`config.mk`:
```
export PLATFORM = sky130hd
export DESIGN_NAME = decoder_scan_sequencer
export DESIGN_NICKNAME = d
export VERILOG_FILES = /design/src/rtl/decoder_pkg.sv /design/src/rtl/decoder_scan_sequencer_dwell_counter.sv /design/src/rtl/decoder_scan_sequencer.sv
export SDC_FILE = /design/constraint.sdc
export NUM_CORES = 1
export LEC_CHECK = 0
export ABC_AREA = 1
export BUFFER_PORTS_ARGS = -buffer_cell sky130_fd_sc_hd__buf_2
export CAP_MARGIN = 20
export CORE_MARGIN = 3
export CORE_UTILIZATION = 40
export CTS_CLUSTER_DIAMETER = 80
export DETAILED_ROUTE_END_ITERATION = 12
export PLACE_DENSITY = 0.72
export RECOVER_POWER = 50
export SYNTH_ARGS = -nofsm -noshare
export SYNTH_HDL_FRONTEND = slang
export SYNTH_SLANG_ARGS = --single-unit
export TNS_END_PERCENT = 30
```
`constraint.sdc`:
```
create_clock -name clk -period 2 [get_ports clk]
set_input_delay 0.6 -clock clk [delete_from_list [all_inputs] [get_ports clk]]
set_output_delay 0.6 -clock clk [all_outputs]
set_load 0.01 [all_outputs]
```
`src/rtl/decoder_pkg.sv`:
```
// Shared constants for the decoder select sequencer and the decoders it drives.
package decoder_pkg;
  localparam logic [1:0] ST_IDLE  = 2'd0;
  localparam logic [1:0] ST_DWELL = 2'd1;
  localparam logic [1:0] ST_DONE  = 2'd2;

  localparam int SEL_WIDTH_DEF   = 3;
  localparam int DWELL_WIDTH_DEF = 8;
endpackage

```
`src/rtl/decoder_scan_sequencer_dwell_counter.sv`:
```
// Per-channel dwell countdown; expire is high on the last cycle of a loaded dwell.
// value must be nonzero; a load in the expiring cycle starts the next dwell with no gap.
module dwell_counter #(
  parameter int DWELL_WIDTH = 8
) (
  input  logic                   clk,
  input  logic                   rst_n,
  input  logic                   load,
  input  logic                   clear,
  input  logic [DWELL_WIDTH-1:0] value,
  output logic                   expire
);
  logic [DWELL_WIDTH-1:0] cnt_q;
  logic                   run_q;

  always_ff @(posedge clk) begin
    if (!rst_n) begin
      cnt_q <= '0;
      run_q <= 1'b0;
    end else if (clear) begin
      run_q <= 1'b0;
    end else if (load) begin
      cnt_q <= value - DWELL_WIDTH'(1);
      run_q <= 1'b1;
    end else if (run_q) begin
      if (cnt_q == '0) run_q <= 1'b0;
      else             cnt_q <= cnt_q - DWELL_WIDTH'(1);
    end
  end

  assign expire = run_q && (cnt_q == '0);
endmodule

```
`src/rtl/decoder_scan_sequencer.sv`:
```
// Steps a registered decoder select through a latched channel range, holding each channel
// for a programmed dwell; single-shot or continuous, with stop taking priority over all but reset.
module decoder_scan_sequencer
  import decoder_pkg::*;
#(
  parameter int SEL_WIDTH   = SEL_WIDTH_DEF,
  parameter int DWELL_WIDTH = DWELL_WIDTH_DEF
) (
  input  logic                   clk,
  input  logic                   rst_n,
  input  logic                   start,
  input  logic                   stop,
  input  logic                   continuous,
  input  logic [SEL_WIDTH-1:0]   first_sel,
  input  logic [SEL_WIDTH-1:0]   last_sel,
  input  logic [DWELL_WIDTH-1:0] dwell,
  output logic [SEL_WIDTH-1:0]   sel_out,
  output logic                   sel_en,
  output logic                   step_pulse,
  output logic                   busy,
  output logic                   done
);
  logic [1:0]             state_q, state_d;
  logic [SEL_WIDTH-1:0]   sel_q, sel_d, first_q, first_d, last_q, last_d;
  logic [DWELL_WIDTH-1:0] dwell_q, dwell_d, cnt_value;
  logic                   en_q, en_d, step_q, step_d, busy_q, busy_d, done_q, done_d;
  logic                   cnt_load, cnt_clear, expire;

  always_comb begin
    state_d   = state_q;
    sel_d     = sel_q;
    first_d   = first_q;
    last_d    = last_q;
    dwell_d   = dwell_q;
    en_d      = en_q;
    step_d    = 1'b0;
    busy_d    = busy_q;
    done_d    = 1'b0;
    cnt_load  = 1'b0;
    cnt_clear = 1'b0;
    cnt_value = dwell_q;
    case (state_q)
      ST_IDLE: begin
        en_d   = 1'b0;
        busy_d = 1'b0;
        if (start && !stop) begin
          // A zero dwell is promoted to one cycle so every channel is seen.
          dwell_d   = (dwell == '0) ? DWELL_WIDTH'(1) : dwell;
          cnt_value = dwell_d;
          cnt_load  = 1'b1;
          first_d   = first_sel;
          last_d    = last_sel;
          sel_d     = first_sel;
          state_d   = ST_DWELL;
          en_d      = 1'b1;
          step_d    = 1'b1;
          busy_d    = 1'b1;
        end
      end
      ST_DWELL: begin
        if (stop) begin
          cnt_clear = 1'b1;
          state_d   = ST_IDLE;
          en_d      = 1'b0;
          busy_d    = 1'b0;
        end else if (expire) begin
          if (sel_q != last_q) begin
            sel_d    = sel_q + SEL_WIDTH'(1);
            step_d   = 1'b1;
            cnt_load = 1'b1;
          end else if (continuous) begin
            sel_d    = first_q;
            step_d   = 1'b1;
            cnt_load = 1'b1;
          end else begin
            state_d = ST_DONE;
            en_d    = 1'b0;
            busy_d  = 1'b0;
            done_d  = 1'b1;
          end
        end
      end
      ST_DONE: begin
        state_d = ST_IDLE;
      end
      default: begin
        state_d = ST_IDLE;
        en_d    = 1'b0;
        busy_d  = 1'b0;
      end
    endcase
  end

  always_ff @(posedge clk) begin
    if (!rst_n) begin
      state_q <= ST_IDLE;
      sel_q   <= '0;
      first_q <= '0;
      last_q  <= '0;
      dwell_q <= '0;
      en_q    <= 1'b0;
      step_q  <= 1'b0;
      busy_q  <= 1'b0;
      done_q  <= 1'b0;
    end else begin
      state_q <= state_d;
      sel_q   <= sel_d;
      first_q <= first_d;
      last_q  <= last_d;
      dwell_q <= dwell_d;
      en_q    <= en_d;
      step_q  <= step_d;
      busy_q  <= busy_d;
      done_q  <= done_d;
    end
  end

  dwell_counter #(.DWELL_WIDTH(DWELL_WIDTH)) u_dwell (
    .clk    (clk),
    .rst_n  (rst_n),
    .load   (cnt_load),
    .clear  (cnt_clear),
    .value  (cnt_value),
    .expire (expire)
  );

  assign sel_out    = sel_q;
  assign sel_en     = en_q;
  assign step_pulse = step_q;
  assign busy       = busy_q;
  assign done       = done_q;
endmodule

```
==> impl_metrics.yaml, run 1 <==
sta:
  slew_viol_final: 0
  transition_time_at_the_pin_with_the_least_slew_margin_ps: 528
  report.final.setup_viol: 0
  post-route-min-period_ps: 1890
  fmaxAchievable_mhz: 529
  totalNegativeSetupSlack_ps: 0
  final.hold.worst_slack_ps: 467
  unrepaired_setup_endpoints_after_global_routing: "yes"
  period_share: 0.945
  finalHoldViolCount: 0
  timing.max_slew.rel_slack: 0.648
  fin_worst_skew_ps: 10.6
floorplanning:
  core.rowCount: 23
  starting_density: 0.430
  core_footprint_sq_um: 4140
  floorplan.die.width_microns: 72.7
  die_h_microns: 72.7
  boundaryPins: 26
  die_area_sq_um: 5290
finish:
  most-common-layout-cells: "sky130_fd_sc_hd__nand2_1, sky130_fd_sc_hd__buf_4, sky130_fd_sc_hd__dfxtp_1, sky130_fd_sc_hd__nor2_1, sky130_fd_sc_hd__inv_1"
  multi_input_area_sq_um: 1020
  mostFrequentLayoutCell: "sky130_fd_sc_hd__nand2_1"
  fillCellCount: 399
  seq_area_sq_um: 623
  final_util: 0.553
  final_net_count: 314
  layout.cell_area.non_filler_sq_um: 2290
  area_growth_syn_to_layout_pct: 28.8
  diodes: 0
  post_route_cells_drive_above_1_share: 0.374
placement:
  detailed_place_hpwl_microns: 3020
  gp_congestion: 0.853
  dpl_cell_area_sq_um: 2120
  port_buffers: 25
detailed_routing:
  detail_route.wl_per_cell_microns: 11.6
  vias: 1692
  ant_nets: 0
  remaining_drc_errors: 0
  detail_route.iter0.violations: 69
  wirelength_microns: 4000
  detail_route.first_pass.iterations: 4
  vias_per_cell: 4.92
worst_setup_path:
  critical_path_peak_fanout: 8
  worst_ep_arrival_time_ps: 2070
  crit_type: "primary input to register"
  critical_path.max_stage_delay_ps: 140
  worst_setup_path_start_kind: "primary input"
  critPathCaptureType: "register"
  worstPathCellList: "buf_2, buf_4, inv_1, nand2_2, nor2_4, nand2_4, nand2_8, nand2_1, nand2_2, ha_4, inv_1, nor2_4, inv_1, o21bai_1, a21oi_1"
  cp_slowest_cell: "sky130_fd_sc_hd__buf_4"
  path_common_cell: "sky130_fd_sc_hd__inv_1"
  critPathRequiredTime_ps: 2180
outcome:
  outcome: "completed"
clock_tree:
  tritoncts: "done"
  clock_insertion_delay_worst_skew_ps: 290
  cts-root-buf: "sky130_fd_sc_hd__clkbuf_8"
  numCtsBuffers: 5
  cts_htree_levels: 2
  cts_buffer_depth: 2
  post_cts_hold_buffer_count: 0
  clkSlewWorstSetupHoldPaths_ps: 70
  tritoncts_num_sinks: 31
grt:
  first_global_vias: 1546
  antenna_violations_before_repair: 0
  grt_start_max_net_pins: 17
  grt.overflow.total: 0
  groute.usage.overall: 0.166
  wire_length_of_the_first_global_routing_pass_microns: 6800
yosys:
  postSynthNetCount: 256
  netlist_instances: 235
  seq_area_frac_synth: 0.349
  yosysUniqueCellTypes: 35
  synth_seq_cells: 31
  synth.cell_area_sq_um: 1780
  postSynthAreaPerCell_sq_um: 7.58
  yosys_warnings: 0
pwr:
  vdd_ir_drop_max_uv: 427
  power.total_uw: 1820
  leakage_uw: 0.00111
  power_per_cell_area_nw_per_um2: 795
flow_run:
  max_cap_viol_count: 0
worst_hold_path:
  worstHoldPathType: "register to register"
==> registers in the layout, summed over array words and instances (netlist names) <==
signal and cells:
last_q 3, dwell_q 8, first_q 3, u_dwell.cnt_q 8
sel_out 3, busy 1, done 1, state_q 2
step_pulse 1, u_dwell.run_q 1
==> routing by layer <==
metal | share of wire | routed length [microns] | global-route usage | up-vias
met5 | 0 | 0 | 0 | -
met4 | 0.025 | 100 | 0.0943 | 0
met3 | 0.053 | 212 | 0.0399 | 9
met2 | 0.46 | 1820 | 0.264 | 38
met1 | 0.47 | 1870 | 0.206 | 775
li1 | - | - | - | 870
==> Yosys cell counts (all sizes together) <==
library cell   n  share of area
nor3           3         0.0084
or2            5          0.018
a21oi         10          0.030
o21bai         3          0.013
o21ai         27          0.089
nor2          34          0.098
nand2         51           0.15
mux2i          2          0.018
dfxtp         31           0.35
clkbuf         1         0.0021
nand4          2         0.0070
o31ai          1         0.0042
o211ai         2         0.0084
inv           31          0.065
ha             2          0.014
buf            7          0.039
nand3         13          0.044
a31oi          3          0.011
xnor2          3          0.015
nand3b         4          0.017
==> layout make-up <==
cell class / instances / share of cell area
Multi-Input combinational cell: 166 / 0.444
Sequential cell: 31 / 0.272
Timing Repair Buffer: 58 / 0.160
Inverter: 31 / 0.0529
Clock buffer: 8 / 0.0436
Tap cell: 50 / 0.0273
==> cell families (layout without fill, tap and decap cells) <==
| kind of cell | Yosys count | after routing | synth area share |
|---|---|---|---|
| compound gates | 46 | 46 | 0.155 |
| xor+xnor | 3 | 3 | 0.0148 |
| fa+ha+maj | 2 | 2 | 0.0141 |
| buf+inv | 39 | 97 | 0.106 |
| flops | 31 | 31 | 0.349 |
| mux | 2 | 2 | 0.0183 |
| simple gates | 112 | 113 | 0.344 |
==> path summary, 6_finish.rpt <==
check | to | from | cells after the start | slack [ps]
setup reg to reg | u_dwell.cnt_q[4] | u_dwell.cnt_q[1] | 15 | 110
setup / recovery | u_dwell.cnt_q[4] | stop | 15 | 110
hold / removal | last_q[1] | last_q[1] | 2 | 470
hold reg to reg | last_q[1] | last_q[1] | 2 | 470
==> per-stage QoR <==
stage | setup WS [ps] | cells
5_1_grt | -36.4 | 344
2_1_floorplan | -35.1 | 235
3_3_place_gp | -133 | 331
4_1_cts | 125 | 339
3_5_place_dp | -181 | 331
6_report | 111 | 344
==> worst max-delay path: cells and delay by family <==
family                   cells  cell delay, ps
AO/OA/AOI/OAI                2             190
adder cells (fa/ha/maj)      1             140
buffers and inverters        5             440
AND/OR/NAND/NOR              7             720
==> timing repair <==
item | CTS | global route
setup endpoints to repair | 0 | 6
buffers inserted | 0 | 4
resized for setup | 0 | 13
==> where the power goes <==
| part | switching [uW] | internal, uW | leakage [uW] | total, uW |
|---|---|---|---|---|
| logic | 306 | 253 | 0.000798 | 559 |
| clock network | 240 | 314 | 0.0000515 | 554 |
| registers | 38.1 | 672 | 0.000256 | 710 |
No activity file was read; power rests on OpenSTA's default activity.
==> run 2: changes to the inputs <==
--- a/config.mk
+++ b/config.mk
@@ -5,14 +5,15 @@
 export SDC_FILE = /design/constraint.sdc
 export NUM_CORES = 1
 export LEC_CHECK = 0
-export ABC_AREA = 1
+export ABC_AREA = 0
 export BUFFER_PORTS_ARGS = -buffer_cell sky130_fd_sc_hd__buf_2
 export CAP_MARGIN = 20
 export CORE_MARGIN = 3
 export CORE_UTILIZATION = 40
 export CTS_CLUSTER_DIAMETER = 80
 export DETAILED_ROUTE_END_ITERATION = 12
-export PLACE_DENSITY = 0.72
+export HOLD_SLACK_MARGIN = 0.03
+export PLACE_DENSITY = 0.71
 export RECOVER_POWER = 50
 export SYNTH_ARGS = -nofsm -noshare
 export SYNTH_HDL_FRONTEND = slang
==> run 2 against run 1 <==
Against the previous run: the flow now finishes with violations (negative setup slack); synthesized cell count is 5.5% lower; first-iteration DRC count is 100% higher; critical endpoint is now u_dwell.cnt_q[6]; clock skew is 0.95 ps lower; clock power is 14% lower; sequential power is 1% lower; hold slack worse by 1.8 ps; cell count is 2.9% higher; critical path depth stayed put; die area is 1.3% higher; critical path type unchanged.
==> impl_metrics.yaml, run 2 <==
outcome:
  outcome: "complete, but fails checks"
  violations: "negative setup slack"
clock_tree:
  clkSlewWorstSetupHoldPaths_ps: 70
  tritoncts: "done"
  cts-root-buf: "sky130_fd_sc_hd__clkbuf_8"
  clock_insertion_delay_worst_skew_ps: 290
  post_cts_hold_buffer_count: 0
  cts_htree_levels: 2
  tritoncts_num_sinks: 31
  cts_buffer_depth: 2
  numCtsBuffers: 5
yosys:
  synth_seq_cells: 31
  top_post_synthesis_cells_by_count: "sky130_fd_sc_hd__nand2_1, sky130_fd_sc_hd__dfxtp_1, sky130_fd_sc_hd__nor2_1"
  netlist_instances: 222
  number_of_flops_mapped_to_enable_cells_by_yosys: 0
  yosys.area.top_type_share: 0.344
  postSynthAreaPerCell_sq_um: 8.13
  ys_top_cells_by_area: "sky130_fd_sc_hd__dfxtp_1, sky130_fd_sc_hd__nand2_1, sky130_fd_sc_hd__a21boi_0"
  synth.cell_area_sq_um: 1810
  netlist.top_cell.by_area: "sky130_fd_sc_hd__dfxtp_1"
  yosys.cell_count.top_type: "sky130_fd_sc_hd__nand2_1"
  ys_flop_type: "sky130_fd_sc_hd__dfxtp_1"
  synth_async_sr_flop_share: 0
  seq_area_frac_synth: 0.344
  yosys_warnings: 0
  postSynthNetCount: 243
  yosysUniqueCellTypes: 53
worst_setup_path:
  worstPathCellList: "buf_6, or3_4, or3_4, o311ai_4, o21ai_2, nor2_1, a21oi_1, ha_2, buf_4, buf_6, nand4b_1, a21oi_1, nor3b_1, o21ai_1, a21boi_1"
  worst_ep_arrival_time_ps: 2880
  cp_slowest_cell: "sky130_fd_sc_hd__or3_4"
  critPathRequiredTime_ps: 2180
  critPathCaptureType: "register"
  critical_path.max_stage_delay_ps: 400
  crit_type: "primary input to register"
  critical-path-top-delay-family: "simple AND/OR/NAND/NOR gates"
  worst-path-buf-inv: 3
  critical_path_peak_fanout: 3
  worst_setup_path_start_kind: "primary input"
finish:
  largest_registers: "dwell_q x8, u_dwell.cnt_q x8"
  final_net_count: 324
  fin_cells: 354
  fillCellCount: 370
  area_growth_syn_to_layout_pct: 43.2
  most-common-layout-cells: "sky130_fd_sc_hd__buf_4, sky130_fd_sc_hd__nand2_1, sky130_fd_sc_hd__dfxtp_1, sky130_fd_sc_hd__buf_2, sky130_fd_sc_hd__nor2_1"
  mostFrequentLayoutCell: "sky130_fd_sc_hd__buf_4"
  post_route_cells_drive_above_1_share: 0.339
  final_util: 0.620
  diodes: 0
detailed_routing:
  wirelength_microns: 5400
  ant_nets: 0
  vias_per_cell: 5.60
  detail_route.iter0.violations: 139
  remaining_drc_errors: 0
  vias: 1983
  detail_route.first_pass.iterations: 4
  detail_route.wl_per_cell_microns: 15.3
sta:
  unrepaired_setup_endpoints_after_global_routing: "yes"
  fin_worst_skew_ps: 9.63
  slew_viol_final: 0
  post-route-min-period_ps: 2700
  timing.max_slew.rel_slack: 0.715
  finalHoldViolCount: 0
  report.final.setup_viol: 9
  fmaxAchievable_mhz: 371
  period_share: 1.35
  transition_time_at_the_pin_with_the_least_slew_margin_ps: 424
  finalWorstSetupSlack_ps: -697
floorplanning:
  floorplan.die.width_microns: 73.2
  boundaryPins: 26
  core_footprint_sq_um: 4170
  core.rowCount: 23
  die_area_sq_um: 5360
  starting_density: 0.433
  die_h_microns: 73.2
grt:
  antenna_violations_before_repair: 0
  grt.overflow.total: 0
  groute.usage.overall: 0.213
  wire_length_of_the_first_global_routing_pass_microns: 8700
  first_global_vias: 1829
  grt_start_max_net_pins: 22
pwr:
  switching_power_uw: 592
  pwr-share-comb: 0.354
  leakage_uw: 0.00111
  sequential_cell_fraction_of_total_power: 0.384
  power_per_cell_area_nw_per_um2: 706
  intPower_uw: 1230
  netSwitchingFraction: 0.324
  power_frac_clock: 0.262
  vdd_ir_drop_max_uv: 412
worst_hold_path:
  worstHoldPathType: "register to register"
flow_run:
  max_cap_viol_count: 0
placement:
  detailed_place_hpwl_microns: 3930
  port_buffers: 25
  gp_congestion: 0.904
  place.detailed.instances: 342
[run 2: changes by cell type after synthesis, sizes merged, moves of 6 or more]
cell	change
a21boi	+19
inv	-27
nand2	-16
nand3	-10
nor2	-20
nor3	+7
o21ai	-16
xor2	+6
[run 2: power by group through the flow]
stage / registers (uW) / clock network, uW / logic [uW]
2_1_floorplan: 720 / 0 / 308
3_3_place_gp: 712 / 0 / 570
3_5_place_dp: 713 / 0 / 583
4_1_cts: 700 / 492 / 612
5_1_grt: 705 / 523 / 703
6_report: 701 / 478 / 646
[run 2: layout make-up]
| cell class | instances | area [sq um] | share of cell area |
|---|---|---|---|
| timing repair buffer | 86 | 592 | 0.229 |
| tap | 50 | 62.6 | 0.0242 |
| clock buffer | 6 | 72.6 | 0.0281 |
| sequential | 31 | 622 | 0.240 |
| inverter | 4 | 17.5 | 0.00677 |
| clock inverter | 2 | 12.5 | 0.00484 |
| multi-input combinational | 175 | 1210 | 0.467 |
[run 2: metrics by stage]
step                power [uW]  hold WS, ps  setup TNS (ps)  area [sq um]  setup WS, ps
floorplan                 1030          439           -2490          1830          -775
global placement          1280          452           -5160          2390          -891
detailed placement        1300          459           -5350          2390          -904
CTS                       1800          468           -2010          2540          -615
global route              1930          494           -3780          2590          -794
finish                    1820          465           -2700          2590          -697
[run 2: tightest hold or removal path, delay by kind of cell, from the launching register on]
family	cells	cell delay, ps
compound gates	1	70
simple gates	1	40
flops	1	310
[run 2: kinds of logic after synthesis]
group           synth area share
flops                      0.344
buf+inv                   0.0381
mux                       0.0284
simple gates               0.295
fa+ha+maj                 0.0139
compound gates             0.243
xor+xnor                  0.0388
[run 2: path summary, 6_finish.rpt]
path / end / cells after the start / slack [ps] / start
min reg2reg: first_q[2] / 2 / 460 / first_q[2]
max: u_dwell.cnt_q[6] / 15 / -700 / dwell[3]
max reg2reg: u_dwell.cnt_q[6] / 14 / -640 / state_q[0]
min: first_q[2] / 2 / 460 / first_q[2]
[run 2: timing repair]
action,4_1_cts,5_1_grt
endpoints found under the setup margin,9,11
pin swaps,5,7
setup buffers,2,2
resized for setup,13,11
[run 2: per-layer routing]
| layer | up-vias | GRT usage | routed length, microns |
|---|---|---|---|
| li1 | 971 | - | - |
| met3 | 10 | 0.0510 | 320 |
| met1 | 934 | 0.266 | 2250 |
| met5 | - | 0 | 0 |
| met4 | 0 | 0.0717 | 115 |
| met2 | 68 | 0.356 | 2710 |
==> run 3: changes to the inputs <==
--- a/config.mk
+++ b/config.mk
@@ -12,6 +12,7 @@
 export CORE_UTILIZATION = 40
 export CTS_CLUSTER_DIAMETER = 80
 export DETAILED_ROUTE_END_ITERATION = 12
+export GPL_TIMING_DRIVEN = 0
 export HOLD_SLACK_MARGIN = 0.03
 export PLACE_DENSITY = 0.71
 export RECOVER_POWER = 50
==> run 3 against run 2 <==
Against the previous run: the flow still finishes with violations (negative setup slack); total power fell by 2.0%; combinational power decreased by 22%; count of clock-buffer cells in the layout up 1; worst setup slack worse by 22 ps; hold slack better by 2.5 ps; critical path type unchanged; largest cell class unchanged.
==> impl_metrics.yaml, run 3 (synthesis results as in run 2) <==
outcome:
  outcome: "complete, but fails checks"
  violations: "negative setup slack"
worst_setup_path:
  critPathCaptureType: "register"
  crit_type: "primary input to register"
  worst_ep_arrival_time_ps: 2940
  critical_path_peak_fanout: 10
  path_common_cell: "sky130_fd_sc_hd__clkbuf_4"
  critPathRequiredTime_ps: 2220
  worstPathCellList: "buf_2, nor4b_4, clkbuf_4, clkbuf_4, o21a_1, ha_2, inv_4, nor4_2, nor3_2, a211oi_2, o21ai_1, a21boi_1"
  worst_setup_path_start_kind: "primary input"
  worst-path-buf-inv: 4
  critical_path.max_stage_delay_ps: 390
  cp_slowest_cell: "sky130_fd_sc_hd__nor4b_4"
  critical-path-top-delay-family: "simple AND/OR/NAND/NOR gates"
finish:
  most-common-layout-cells: "sky130_fd_sc_hd__nand2_1, sky130_fd_sc_hd__dfxtp_1, sky130_fd_sc_hd__buf_2, sky130_fd_sc_hd__nor2_1, sky130_fd_sc_hd__a21boi_0"
  mostFrequentLayoutCell: "sky130_fd_sc_hd__nand2_1"
  area_growth_syn_to_layout_pct: 29.5
  fin_cells: 314
  layout.cell_area.non_filler_sq_um: 2340
  diodes: 0
  final_util: 0.560
  post_route_cells_drive_above_1_share: 0.273
  final_net_count: 284
  largest_registers: "dwell_q x8, u_dwell.cnt_q x8"
placement:
  gp_congestion: 0.922
  port_buffers: 24
  place.detailed.instances: 296
  detailed_place_hpwl_microns: 3360
  dpl_cell_area_sq_um: 2010
clock_tree:
  cts_buffer_depth: 2
  clock_insertion_delay_worst_skew_ps: 290
  clkSlewWorstSetupHoldPaths_ps: 70
  cts-root-buf: "sky130_fd_sc_hd__clkbuf_8"
  cts_htree_levels: 2
  post_cts_hold_buffer_count: 0
  tritoncts: "done"
  numCtsBuffers: 5
  tritoncts_num_sinks: 31
sta:
  post-route-min-period_ps: 2720
  timing.max_slew.rel_slack: 0.620
  fmaxAchievable_mhz: 368
  fin_worst_skew_ps: 5.57
  final.hold.worst_slack_ps: 467
  report.final.setup_viol: 7
  unrepaired_setup_endpoints_after_global_routing: "yes"
  finalWorstSetupSlack_ps: -718
  slew_viol_final: 0
  period_share: 1.36
  transition_time_at_the_pin_with_the_least_slew_margin_ps: 570
  finalHoldViolCount: 0
grt:
  groute.usage.overall: 0.195
  antenna_violations_before_repair: 0
  grt.overflow.total: 0
  wire_length_of_the_first_global_routing_pass_microns: 7880
  first_global_vias: 1626
  grt_start_max_net_pins: 11
pwr:
  leakage_uw: 0.000922
  vdd_ir_drop_max_uv: 412
  power_per_cell_area_nw_per_um2: 765
floorplanning:
  die_h_microns: 73.2
  boundaryPins: 26
  starting_density: 0.433
  core.rowCount: 23
  core_footprint_sq_um: 4170
  floorplan.die.width_microns: 73.2
  die_area_sq_um: 5360
detailed_routing:
  detail_route.first_pass.iterations: 4
  detail_route.wl_per_cell_microns: 16.3
  vias: 1823
  detail_route.iter0.violations: 197
  remaining_drc_errors: 0
  ant_nets: 0
  vias_per_cell: 5.81
  wirelength_microns: 5110
flow_run:
  max_cap_viol_count: 0
worst_hold_path:
  worstHoldPathType: "register to register"
## run 3: worst min-delay path: stages (launching register included)
cell	delay [ps]
sky130_fd_sc_hd__dfxtp_1	310
sky130_fd_sc_hd__nand2_1	50
sky130_fd_sc_hd__a21boi_0	60
## run 3: metal layers
metal / vias up / part of all wire / wire [microns] / GRT usage
met5: - / 0 / 0 / 0
met4: 0 / 0.032 / 162 / 0.0922
met3: 17 / 0.080 / 408 / 0.0579
met2: 87 / 0.47 / 2410 / 0.305
met1: 826 / 0.42 / 2130 / 0.244
li1: 893 / - / - / -
## run 3: worst paths after layout
path	startpoint	endpoint	slack (ps)	cells past startpoint
hold / removal	first_q[1]	first_q[1]	470	2
setup / recovery	stop	u_dwell.cnt_q[6]	-720	12
hold reg to reg	first_q[1]	first_q[1]	470	2
setup reg to reg	last_q[0]	u_dwell.cnt_q[6]	-700	13
## run 3: stage by stage
stage          setup WS, ps  power, uW  TNS, ps
2_1_floorplan          -775       1030    -2490
3_3_place_gp          -1410       1140    -9260
3_5_place_dp          -1430       1140    -9840
4_1_cts                -715       1760    -2470
5_1_grt                -830       1890    -4470
6_report               -718       1790    -2660
## run 3: timing repair
item | in CTS | in global routing
pin swaps | 9 | 5
endpoints found under the setup margin | 11 | 19
setup buffers | 7 | 3
gates resized for setup | 24 | 11
endpoints found under the hold margin | 0 | 0
cloned | 0 | 0
## run 3: layout make-up
type / instances / area (sq um)
tap: 50 / 62.6
clock inverter: 1 / 7.51
timing repair buffer: 34 / 209
fill: 365 / 1840
sequential: 31 / 623
clock buffer: 7 / 96.3
multi-input combinational: 175 / 1250
inverter: 4 / 17.5
buffer: 12 / 68.8
## run 3: where the power goes
part,switching [uW],leakage (uW),internal (uW),total (uW)
Sequential,62.2,0.000255,665,727
Clock,241,0.0000505,313,553
Combinational,281,0.000617,227,507
